==> config.mk <==
export PLATFORM = sky130hd
export DESIGN_NAME = hsv_core_regfile
export DESIGN_NICKNAME = d
export VERILOG_FILES = /design/src/rtl/hsv_core_pkg.sv /design/src/rtl/hsv_core_regfile_rdport.sv /design/src/rtl/hsv_core_regfile.sv
export SDC_FILE = /design/constraint.sdc
export NUM_CORES = 2
export LEC_CHECK = 0
export CAP_MARGIN = 20
export CORE_MARGIN = 3
export CORE_UTILIZATION = 65
export CTS_CLUSTER_SIZE = 14
export DETAILED_ROUTE_END_ITERATION = 10
export GPL_TIMING_DRIVEN = 0
export PLACE_DENSITY_LB_ADDON = 0.08
export SYNTH_ARGS = -nofsm -noshare
export SYNTH_HDL_FRONTEND = slang
export SYNTH_HIERARCHICAL = 1
export SYNTH_SLANG_ARGS = --single-unit
==> constraint.sdc <==
create_clock -name clk_core -period 55.4 [get_ports clk_core]
set_clock_uncertainty 0.2 [all_clocks]
set_input_delay 5.54 -clock clk_core [delete_from_list [all_inputs] [get_ports clk_core]]
set_output_delay 5.54 -clock clk_core [all_outputs]
set_load 0.05 [all_outputs]
==> src/rtl/hsv_core_pkg.sv <==
// Shared types for the hsv core: the data word and register index.
// Imported by the integer register file and its read ports.
package hsv_core_pkg;

    typedef logic [31:0] word;
    typedef logic [4:0]  reg_addr;

    localparam reg_addr REG_ZERO = 5'd0;

endpackage

==> src/rtl/hsv_core_regfile_rdport.sv <==
// One combinational read port of the hsv integer register file: index mux, x0 zeroing
// and, when HSV_REGFILE_BYPASS_EN is defined, same-cycle write-to-read forwarding.
module hsv_core_regfile_rdport
    import hsv_core_pkg::*;
#(
    parameter int NUM_REGS = 32,
    parameter int XLEN     = 32,
    parameter int AW       = $clog2(NUM_REGS)
) (
    input  logic [NUM_REGS-1:0][XLEN-1:0] i_regs,
    input  logic [AW-1:0]                 i_addr,
`ifdef HSV_REGFILE_BYPASS_EN
    input  logic                          i_fwdValid,
    input  logic [AW-1:0]                 i_wrAddr,
    input  logic [XLEN-1:0]               i_wrData,
`endif
    output logic [XLEN-1:0]               o_data
);

    logic w_isZero;

    assign w_isZero = (i_addr == AW'(REG_ZERO));

    // x0 is forced to zero here so the forwarding path can never leak a write to x0.
    always_comb begin
        o_data = '0;
        if (!w_isZero) begin
            o_data = i_regs[i_addr];
`ifdef HSV_REGFILE_BYPASS_EN
            if (i_fwdValid && (i_addr == i_wrAddr)) begin
                o_data = i_wrData;
            end
`endif
        end
    end

endmodule

==> src/rtl/hsv_core_regfile.sv <==
// Integer register file x0..x31 for the hsv core: two combinational reads, one synchronous write.
// Build option: define HSV_REGFILE_BYPASS_EN to forward the in-flight write to the read ports.
module hsv_core_regfile
    import hsv_core_pkg::*;
#(
    parameter int NUM_REGS = 32,
    parameter int XLEN     = 32,
    parameter int AW       = $clog2(NUM_REGS)
) (
    input  logic            clk_core,
    input  logic            rst,
    input  logic [AW-1:0]   rd_addr1,
    input  logic [AW-1:0]   rd_addr2,
    input  logic [AW-1:0]   wr_addr,
    input  logic [XLEN-1:0] wr_data,
    input  logic            wr_en,
    output logic [XLEN-1:0] rd_data1,
    output logic [XLEN-1:0] rd_data2
);

    logic [NUM_REGS-1:0][XLEN-1:0] r_regs;
    logic                          w_wrValid;

    assign w_wrValid = wr_en && (wr_addr != AW'(REG_ZERO));

    // Entry 0 is never written, so it stays at its reset value and folds away in synthesis.
    always_ff @(posedge clk_core or posedge rst) begin
        if (rst) begin
            r_regs <= '0;
        end else if (w_wrValid) begin
            r_regs[wr_addr] <= wr_data;
        end
    end

`ifdef HSV_REGFILE_BYPASS_EN
    logic w_fwdValid;

    assign w_fwdValid = w_wrValid && !rst;
`endif

    hsv_core_regfile_rdport #(
        .NUM_REGS (NUM_REGS),
        .XLEN     (XLEN),
        .AW       (AW)
    ) u_rdport1 (
        .i_regs     (r_regs),
        .i_addr     (rd_addr1),
`ifdef HSV_REGFILE_BYPASS_EN
        .i_fwdValid (w_fwdValid),
        .i_wrAddr   (wr_addr),
        .i_wrData   (wr_data),
`endif
        .o_data     (rd_data1)
    );

    hsv_core_regfile_rdport #(
        .NUM_REGS (NUM_REGS),
        .XLEN     (XLEN),
        .AW       (AW)
    ) u_rdport2 (
        .i_regs     (r_regs),
        .i_addr     (rd_addr2),
`ifdef HSV_REGFILE_BYPASS_EN
        .i_fwdValid (w_fwdValid),
        .i_wrAddr   (wr_addr),
        .i_wrData   (wr_data),
`endif
        .o_data     (rd_data2)
    );

endmodule

==> results.json <==
{
  "clockBufferDepth": 3,
  "netlist_area_um2": 54810,
  "synth-simple-area-share_pct": 1.616,
  "fin_ws_ns": 39.51,
  "powerDensity_nw_per_um2": 37.28,
  "grt_remaining_overflow": 0,
  "synth_top_family_by_area": "multiplexers",
  "drt_iter0_drc": 4833,
  "hold_viol": 0,
  "synth_cell_types": 39,
  "grt_max_degree": 140,
  "largest_register_ffs": 1024,
  "p_sw_uw": 666.6,
  "cts_sinks": 1024,
  "yosys_warnings": 6,
  "critPathRequiredTime_ns": 49.66,
  "final.setup.tns_ns": 0,
  "yosysSeqAreaShare_pct": 46.75,
  "ys_top_cells_by_area": "dfrtp_1 47%, mux2_2 21%, mux4_2 18%",
  "max_flop_register": "r_regs",
  "crit_arrival_ns": 10.15,
  "muxShareOfSynthArea_pct": 42.44,
  "cpPeakStageDelay_ns": 0.96,
  "rrSetupSlack_ns": 54.36,
  "first_pass_iters": 9,
  "cts_tree": "done",
  "cts_resized": 0,
  "insertion_delay_ns": 0.68,
  "fin_cells": 5019,
  "pre_cts_slack_ns": 39.99,
  "p_leak_nw": 26.52,
  "avgSynthCellArea_um2": 15.16,
  "switching_share_pct": 29.13,
  "postPlaceCellArea_um2": 57510,
  "routed_wirelength_mm": 201.3,
  "synth_ff_type": "dfrtp_1",
  "clock_power_share_pct": 33.9,
  "cts_root_buf": "clkbuf_16",
  "die_w_um": 296.4,
  "grt_pass1_wl_mm": 286.5,
  "final_util_pct": 74.18,
  "synth.most_common_cell": "mux2_2",
  "critPathCaptureType": "output port",
  "ys_seq_elements": 1024,
  "criticalPathCategory": "input pin to output port",
  "hold_class": "flip-flop to flip-flop",
  "place.gp.congestion": 0.9636,
  "core.rowCount": 105,
  "cts_buffers": 108,
  "port_buffers": 105,
  "core_area_um2": 82770,
  "syn_nets": 3666,
  "rsz0062_at_grt": "no",
  "fin_nets": 3898,
  "synth_edf_count": 0,
  "timing.final.max_slew_violations": 0,
  "holdWs_ns": 0.2832,
  "hold_depth": 1,
  "grt_pass1_vias": 40470,
  "min_period_ns": 15.89,
  "post_drt_wl_per_cell_um": 40.11,
  "cts_hold_buf": 0,
  "fin_crit_sh_pct": 28.68,
  "drc_errors": 0,
  "cp-start-kind": "input pin",
  "cellInternalPower_mw": 1.622,
  "htreeDepth": 3,
  "critPathSlowestCell": "clkdlybuf4s50_1",
  "synth_compound_area_share_pct": 4.880,
  "critPathBufInv": 5,
  "cp.depth": 8,
  "vdd_drop_max_v": 0.00003249,
  "synth_top_area_share_pct": 46.75,
  "grt_usage_pct": 46.50,
  "antenna_found_initial": 16,
  "vias_per_cell": 7.798,
  "synth_fa_ha_area_share_pct": 0,
  "seqPwrFrac_pct": 43.7,
  "drive_gt1_share_pct": 49.70,
  "top_regs": "r_regs x1024",
  "crit_fanout": 10,
  "crit_chain": "clkdlybuf4s50_1 -> clkbuf_1 -> nor2b_1 -> clkbuf_1 -> buf_2 -> a22oi_1 -> a311oi_1 -> clkdlybuf4s50_1",
  "r2r_cells": 1,
  "vias": 39140,
  "hpwl_mm": 140.0,
  "ant_nets": 0,
  "die_y_um": 296.4,
  "synthXorXnorAreaFrac_pct": 0,
  "finalSetupViolations": 0,
  "max_slew_margin_pct": 15.15,
  "post-cts-setup-buffers": 0,
  "synthCells": 3616,
  "cts.clk_slew.worst_paths_ns": 0.06,
  "area_growth_pct": 12.01,
  "combPwrFrac_pct": 22.4,
  "fill_cells": 5204,
  "fmax_ghz": 0.06294,
  "netlist_top_cells_count": "1042 x mux2_2, 1024 x dfrtp_1, 448 x mux4_2",
  "tightest_slew_ns": 1.273,
  "die-area_um2": 87850,
  "async_flop_share_pct": 100.0,
  "status": "finished clean",
  "num_io_pins": 114,
  "cp_top_family": "buffers and inverters",
  "dpl.cell_count": 4803,
  "finalPower_mw": 2.289,
  "max_cap_violations": 0,
  "initial_core_util_pct": 66.23,
  "yosysTopAreaCell": "dfrtp_1",
  "final_cell_area_um2": 61400
}
## layout by cell type (no fill, tap or decap), types with 14 or more instances in the layout
cell type | netlist | layout
buf_6 | 47 | 50
buf_4 | 40 | 40
a211oi_1 | 64 | 64
clkbuf_8 | 0 | 25
o2111ai_1 | 16 | 16
mux4_2 | 448 | 448
clkbuf_16 | 0 | 110
clkdlybuf4s50_1 | 0 | 105
nand2_1 | 44 | 44
buf_2 | 152 | 152
nor2b_1 | 68 | 68
mux2_2 | 1042 | 1042
a22oi_1 | 64 | 64
clkbuf_1 | 180 | 201
o21ai_1 | 106 | 106
dfrtp_1 | 1024 | 1024
nor2_1 | 19 | 15
clkinv_2 | 0 | 25
a221oi_1 | 48 | 48
mux2_1 | 14 | 14
mux2i_1 | 128 | 128
a311oi_1 | 60 | 60
## area by class of cell
type                    count  area [um2]  area share (%)
multi-input cells        2159       26830           43.70
flip-flops and latches   1024       25620           41.73
clock buffers             156        3176           5.172
plain buffers             430        2355           3.835
repair buffers            122        1408           2.293
well taps                1070        1339           2.180
clock inverters            44       618.1           1.007
diodes                     11       27.53         0.04483
inverters                   3       18.77         0.03057
## cells by family (layout without fill, tap and decap cells)
kind of cell,Yosys count,after routing
compound gates,368,368
mux,1632,1632
buf+inv,433,755
flops,1024,1024
other cells,0,11
simple gates,159,159
## metal layers
| metal | vias up | wire [um] | global-route usage (%) |
|---|---|---|---|
| met5 | - | 210 | 0.8672 |
| met4 | 16 | 17030 | 30.83 |
| met3 | 1037 | 28630 | 18.26 |
| met2 | 3213 | 87290 | 67.88 |
| met1 | 20360 | 68160 | 57.94 |
| li1 | 14510 | - | - |
## power groups by stage
stage | combinational (mW) | clock [mW] | sequential, mW
global placement | 0.475 | 0 | 0.987
detailed placement | 0.495 | 0 | 1.01
finish | 0.513 | 0.776 | 1.00
CTS | 0.499 | 0.777 | 0.994
floorplan | 0.371 | 0 | 0.971
global route | 0.530 | 0.808 | 1.02
## final timing paths
kind | to | start
min in group asynchronous | r_regs[992] | rst
max in group asynchronous | r_regs[142] | rst
min reg2reg | r_regs[12] | r_regs[12]
max | rd_data1[16] | rd_addr1[3]
min | r_regs[12] | r_regs[12]
max reg2reg | r_regs[773] | r_regs[773]
Note: power is estimated with default switching activity, not from simulation.
